<file path="src/rtl/nway_assoc_cache.sv">
// N-way set-associative write-through cache with one-word lines.
// Age-based replacement; misses and all writes go to backing memory.
module nway_assoc_cache #(
    parameter int DATA_WIDTH = 32,
    parameter int ADDR_WIDTH = 32,
    parameter int WAYS       = 4,
    parameter int SETS       = 8
) (
    input  logic                  clk,
    input  logic                  rst,
    input  logic                  req_i,
    input  logic                  we_i,
    input  logic [ADDR_WIDTH-1:0] addr_i,
    input  logic [DATA_WIDTH-1:0] wdata_i,
    output logic                  ready_o,
    output logic                  resp_valid_o,
    output logic [DATA_WIDTH-1:0] rdata_o,
    output logic                  hit_o,
    output logic                  mem_req_o,
    output logic                  mem_we_o,
    output logic [ADDR_WIDTH-1:0] mem_addr_o,
    output logic [DATA_WIDTH-1:0] mem_wdata_o,
    input  logic                  mem_ack_i,
    input  logic [DATA_WIDTH-1:0] mem_rdata_i
);

    localparam int IDX_W  = $clog2(SETS);
    localparam int WAY_W  = $clog2(WAYS);
    localparam int LINE_W = ADDR_WIDTH - 2;
    localparam int TAG_W  = LINE_W - IDX_W;

    typedef enum logic [1:0] {IDLE, LOOKUP, MEM, RESP} state_e;

    state_e                  state_q;
    logic                    we_q;
    logic [LINE_W-1:0]       line_q;
    logic [DATA_WIDTH-1:0]   wdata_q;
    logic                    lhit_q;

    logic [WAYS-1:0]             valid_q [SETS];
    logic [WAYS-1:0][WAY_W-1:0]  age_q   [SETS];
    logic [TAG_W-1:0]            tag_mem_q  [SETS][WAYS];
    logic [DATA_WIDTH-1:0]       data_mem_q [SETS][WAYS];

    logic [IDX_W-1:0]            idx;
    logic [TAG_W-1:0]            tag;
    logic [WAYS-1:0]             match;
    logic                        hit;
    logic [WAY_W-1:0]            hit_way;
    logic [WAY_W-1:0]            victim;
    logic [WAY_W-1:0]            vmax;
    logic                        vfound;
    logic [WAY_W-1:0]            touch_way;
    logic [WAY_W-1:0]            touch_age;
    logic [WAYS-1:0][WAY_W-1:0]  age_d;

    logic unused_addr_bits;
    assign unused_addr_bits = ^addr_i[1:0];

    assign idx     = line_q[IDX_W-1:0];
    assign tag     = line_q[LINE_W-1:IDX_W];
    assign ready_o = (state_q == IDLE);

    always_comb begin
        match   = '0;
        hit_way = '0;
        victim  = '0;
        vmax    = '0;
        vfound  = 1'b0;
        for (int w = 0; w < WAYS; w++) begin
            match[w] = valid_q[idx][w] && (tag_mem_q[idx][w] == tag);
            if (match[w]) hit_way = WAY_W'(w);
        end
        hit = $onehot(match);
        for (int w = 0; w < WAYS; w++) begin
            if (!valid_q[idx][w] && !vfound) begin
                victim = WAY_W'(w);
                vfound = 1'b1;
            end
        end
        for (int w = 1; w < WAYS; w++) begin
            if (age_q[idx][w] > age_q[idx][vmax]) vmax = WAY_W'(w);
        end
        if (!vfound) victim = vmax;
    end

    // The touched way becomes youngest; only ways younger than it age.
    assign touch_way = (state_q == LOOKUP) ? hit_way : victim;
    assign touch_age = age_q[idx][touch_way];

    always_comb begin
        age_d = age_q[idx];
        for (int w = 0; w < WAYS; w++) begin
            if (WAY_W'(w) == touch_way)
                age_d[w] = '0;
            else if (age_q[idx][w] < touch_age)
                age_d[w] = age_q[idx][w] + WAY_W'(1);
        end
    end

    always_ff @(posedge clk or posedge rst) begin
        if (rst) begin
            state_q      <= IDLE;
            we_q         <= 1'b0;
            line_q       <= '0;
            wdata_q      <= '0;
            lhit_q       <= 1'b0;
            resp_valid_o <= 1'b0;
            hit_o        <= 1'b0;
            rdata_o      <= '0;
            mem_req_o    <= 1'b0;
            mem_we_o     <= 1'b0;
            mem_addr_o   <= '0;
            mem_wdata_o  <= '0;
            for (int s = 0; s < SETS; s++) begin
                valid_q[s] <= '0;
                for (int w = 0; w < WAYS; w++)
                    age_q[s][w] <= WAY_W'(w);
            end
        end else begin
            case (state_q)
                IDLE: begin
                    if (req_i) begin
                        we_q    <= we_i;
                        line_q  <= addr_i[ADDR_WIDTH-1:2];
                        wdata_q <= wdata_i;
                        state_q <= LOOKUP;
                    end
                end
                LOOKUP: begin
                    lhit_q <= hit;
                    if (hit) age_q[idx] <= age_d;
                    if (hit && !we_q) begin
                        state_q      <= RESP;
                        resp_valid_o <= 1'b1;
                        hit_o        <= 1'b1;
                        rdata_o      <= data_mem_q[idx][hit_way];
                    end else begin
                        state_q     <= MEM;
                        mem_req_o   <= 1'b1;
                        mem_we_o    <= we_q;
                        mem_addr_o  <= {line_q, 2'b00};
                        mem_wdata_o <= wdata_q;
                    end
                end
                MEM: begin
                    if (mem_ack_i) begin
                        state_q      <= RESP;
                        mem_req_o    <= 1'b0;
                        resp_valid_o <= 1'b1;
                        hit_o        <= lhit_q;
                        rdata_o      <= we_q ? wdata_q : mem_rdata_i;
                        if (!we_q) begin
                            valid_q[idx][victim] <= 1'b1;
                            age_q[idx]           <= age_d;
                        end
                    end
                end
                RESP: begin
                    resp_valid_o <= 1'b0;
                    state_q      <= IDLE;
                end
            endcase
        end
    end

    // Tag/data storage needs no reset; valid bits gate every use.
    always_ff @(posedge clk) begin
        if (state_q == LOOKUP && hit && we_q)
            data_mem_q[idx][hit_way] <= wdata_q;
        if (state_q == MEM && mem_ack_i && !we_q) begin
            tag_mem_q[idx][victim]  <= tag;
            data_mem_q[idx][victim] <= mem_rdata_i;
        end
    end

endmodule
</file>
<file path="config.mk">
export PLATFORM = sky130hd
export DESIGN_NAME = nway_assoc_cache
export DESIGN_NICKNAME = d
export VERILOG_FILES = /design/src/rtl/nway_assoc_cache.sv
export SDC_FILE = /design/constraint.sdc
export NUM_CORES = 2
export LEC_CHECK = 0
export CAP_MARGIN = 10
export CORE_UTILIZATION = 57
export DETAILED_ROUTE_END_ITERATION = 10
export DONT_BUFFER_PORTS = 1
export PLACE_DENSITY = 0.8
export SETUP_SLACK_MARGIN = 0.5
export SYNTH_ARGS = -nofsm -noshare
export SYNTH_HDL_FRONTEND = slang
export SYNTH_SLANG_ARGS = --single-unit
</file>
<file path="constraint.sdc">
create_clock -name clk -period 8.5 [get_ports clk]
set_input_delay 0.85 -clock clk [delete_from_list [all_inputs] [get_ports clk]]
set_output_delay 0.85 -clock clk [all_outputs]
set_load 0.05 [all_outputs]
</file>
==> run_results.csv <==
group,metric,value,unit
critical_path,critPathBufInv,6,
global_routing,grt_util_all_layers,31.7,%
timing,relSlewSlack,18.3,%
place,hpwlAfterDp,136000,µm
floorplan,die_area,151000,µm²
worst_hold_path,hold_path_class,"in2reg",
detailed_routing,vias_per_cell,6.98,
critical_path,slowest_delay,0.76,ns
critical_path,cp_cell_sequence,"and3b_4 -> a22oi_1 -> nand4_1 -> inv_1 -> ha_1 -> inv_1 -> o22ai_1 -> nor2_1 -> a21oi_1 -> ha_1 -> a2bb2oi_1 -> mux2_2 -> ha_1 -> nand2_1 -> o21ai_0 -> o211a_1 -> o21a_1 -> nor2_1 -> inv_1 -> buf_4 -> nand2_2 -> buf_4 -> buf_4 -> mux2_2",
detailed_routing,drt_first_pass_iters,6,
detailed_routing,drt_iter0_drc,7081,
floorplan,initial_core_util,57.5,%
timing,layout_setup_ws,1.06,ns
layout,fillCellCount,9481,
global_routing,grt_pass1_vias,49534,
detailed_routing,detail-route-antenna-nets,0,
timing,hold_violations,0,
timing,rsz0062_at_grt,"no",
timing,worst_slew_pin_slew,1.19,ns
timing,fin_setup_tns,0,ns
status,status,"completed",
global_routing,grt_max_degree,149,
critical_path,cp-end-kind,"register",
detailed_routing,drt-total-wl,241000,µm
power_and_ir_drop,vdd_drop_max,0.332,mV
cts,cts_tree,"built",
power_and_ir_drop,p_per_area,379,nW/µm²
yosys,netlist_area,85100,µm²
layout,stdcell_count,7160,
yosys,synth_seq_cells,2148,
detailed_routing,route.detailed.wl_per_inst,33.6,µm
floorplan,die_h,388,µm
critical_path,crit_required,9.04,ns
critical_path,start_kind,"register",
critical_path,critPathMaxFanout,32,
layout,layout-drive-gt1-share,21.9,%
place,placed_area,88300,µm²
global_routing,grt-ovfl-total,0,
power_and_ir_drop,leakage,31.7,nW
cts,cts_sinks,2148,
timing,max_freq,134,MHz
yosys,ys_warn_count,0,
critical_path,critical_path.top_delay_family,"simple AND/OR/NAND/NOR gates",
global_routing,antenna_found_initial,14,
critical_path,worst_path_max_delay_cell,"dfrtp_4",
place,gp_congestion,0.860,
layout,post-route-util,64.0,%
place,pre_cts_slack,0.863,ns
global_routing,grt_pass1_wl,343000,µm
yosys,yosys.area.top_type,"edfxtp_1",
yosys,synth-async-reset-ratio,12.1,%
yosys,netlist_instances,4978,
place,placed_cells,6770,
yosys,synth_top_area_share,66.6,%
yosys,ys_seq_area_share,74.3,%
cts,cts_buffers,202,
floorplan,die_w,388,µm
timing,slew_viol_final,0,
floorplan,io_pins,202,
detailed_routing,post-route-drc-count,0,
cts,cts_buffer_depth,3,
cts,root_buffer,"clkbuf_16",
yosys,synth.distinct_cells,84,
run,maxCapViolations,0,
place,io_buffer_count,0,
yosys,synth-edff-count,1888,
timing,min_period,7.44,ns
cts,clkTransAtPathRegs,0.06,ns
critical_path,criticalPathCategory,"reg2reg",
floorplan,num_rows,141,
critical_path,cp.arrival,7.98,ns
detailed_routing,vias,49991,
layout,syn_to_final_growth,11.3,%
yosys,synthFlopType,"edfxtp_1",
critical_path,rrSetupSlack,1.06,ns
cts,clkLatencyLatePin,0.88,ns
yosys,synth_area_leaders,"edfxtp_1 67%, dfrtp_1 6.7%, mux2_2 4.6%, mux4_2 3.5%, mux2i_1 2.9%",
timing,setup_violations,0,
floorplan,core,148000,µm²
cts,h-tree-depth,4,
timing,timing.final.crit_share,87.6,%
layout,fin_area,94700,µm²
layout,nets,5161,
timing,skew,0.0771,ns
yosys,syn-mean-instance-area,17.1,µm²
## layout make-up
cell class                 instances  area (µm²)  share of cell area (%)
tap                             1930        2410                    2.55
clock inverter                   112         932                   0.984
inverter                          20        87.6                  0.0925
timing repair buffer             197        1640                    1.74
multi-input combinational       2477       20900                    22.0
sequential                      2148       63300                    66.8
antenna                           10        25.0                  0.0264
clock buffer                     266        5480                    5.78
## cells by family after synthesis
kind of cell	count (synthesis)	share of synthesized area, %
other	1	0.00441
multiplexers	728	11.0
flip-flops	2148	74.3
AND/OR/NAND/NOR	660	3.45
adder cells (fa/ha/maj)	15	0.228
XOR/XNOR	100	1.03
buffers and inverters	354	1.84
AO/OA/AOI/OAI	972	8.13
## where the power goes
part	switching (mW)	internal [mW]	total (mW)
Combinational	7.55	4.00	11.6
Sequential	1.95	13.6	15.6
Clock	3.96	4.75	8.71
Total	13.5	22.4	35.9
## cells in the mapped netlist (8+ instances only)
cell type and count:
a221oi_1 199, xor2_1 41, inv_1 16, mux2i_1 245, mux4_2 132, buf_1 62, a31oi_1 12, mux2_2 350
or2_2 33, a21oi_1 152, a22o_1 83, o21ai_0 170, a211oi_1 10, nand4_1 38, nor3_1 22, o21ai_1 17
ha_1 13, nor4_1 11, nor2b_1 13, a221o_1 25, clkbuf_1 206, dfrtp_1 228, buf_4 14, nand2_1 315
xnor2_1 59, buf_2 35, o31ai_1 23, a22oi_1 189, nor2_1 166, dfstp_2 32, edfxtp_1 1888, nand3_1 17
o22ai_1 28, a222oi_1 9, and3_1 8, buf_6 14
## stage by stage
step / power [mW] / hold WS (ns)
final: 35.9 / 0.114
after global routing: 36.8 / 0.103
after CTS: 35.5 / 0.0866
after detailed placement: 26.9 / 0.452
after global placement: 26.5 / 0.444
after floorplan: 22.7 / 0.433
## worst reg2reg max path: cells and delay by family, from the launching register on
kind	cells	cell delay, ns
simple gates	6	1.65
flops	1	0.76
mux	2	0.89
buf+inv	6	1.46
fa+ha+maj	3	0.84
compound gates	7	1.53
## cells in the final DEF, fill, tap and decap left out, types with 12 or more instances in the layout
cell type / n
edfxtp_1: 1888
mux2_2: 350
nand2_1: 312
mux2i_1: 245
dfrtp_1: 224
clkbuf_16: 203
a221oi_1: 199
a22oi_1: 189
buf_4: 183
o21ai_0: 169
a21oi_1: 151
mux4_2: 132
nor2_1: 106
a22o_1: 83
xnor2_1: 59
nor2_4: 51
clkbuf_1: 47
clkinv_1: 46
xor2_1: 41
nand4_1: 38
clkinv_2: 37
or2_2: 33
dfstp_2: 32
o22ai_1: 28
a221o_1: 25
o31ai_1: 23
nand3_1: 17
o21ai_1: 16
clkbuf_8: 16
inv_1: 14
buf_12: 13
nor3_1: 12
ha_1: 12
## path summary, 6_finish.rpt
| check | start | to | cells past startpoint |
|---|---|---|---|
| max in group asynchronous | rst | age_q[60] | 3 |
| min reg2reg | valid_q[9] | valid_q[9] | 1 |
| max reg2reg | line_q[2] | data_mem_q[5][61] | 24 |
| max | line_q[2] | data_mem_q[5][61] | 24 |
| min | wdata_i[13] | wdata_q[13] | 1 |
| min in group asynchronous | rst | line_q[26] | 2 |
## registers in the layout, summed over array words and instances, names as in the netlist, 32 cells and up
signal       flops
age_q           64
data_mem_q    1024
mem_wdata_o     32
rdata_o         32
tag_mem_q      864
valid_q         32
wdata_q         32
## routing by layer
layer  vias up  global-route usage (%)  wire length [µm]
met3       825                    9.00             34200
met1     25032                    41.0             81400
met2      4118                    48.6            110000
met5         -                  0.0957               106
li1      20002                       -                 -
met4        14                    17.6             14900
## timing repair
item / in CTS / in global routing
hold endpoints to repair: 58 / 0
resized for setup: 0 / 1
hold buffers: 1 / 0
setup buffers: 0 / 1
endpoints found under the setup margin: 0 / 605
Note: power is estimated with default switching activity, not from simulation.
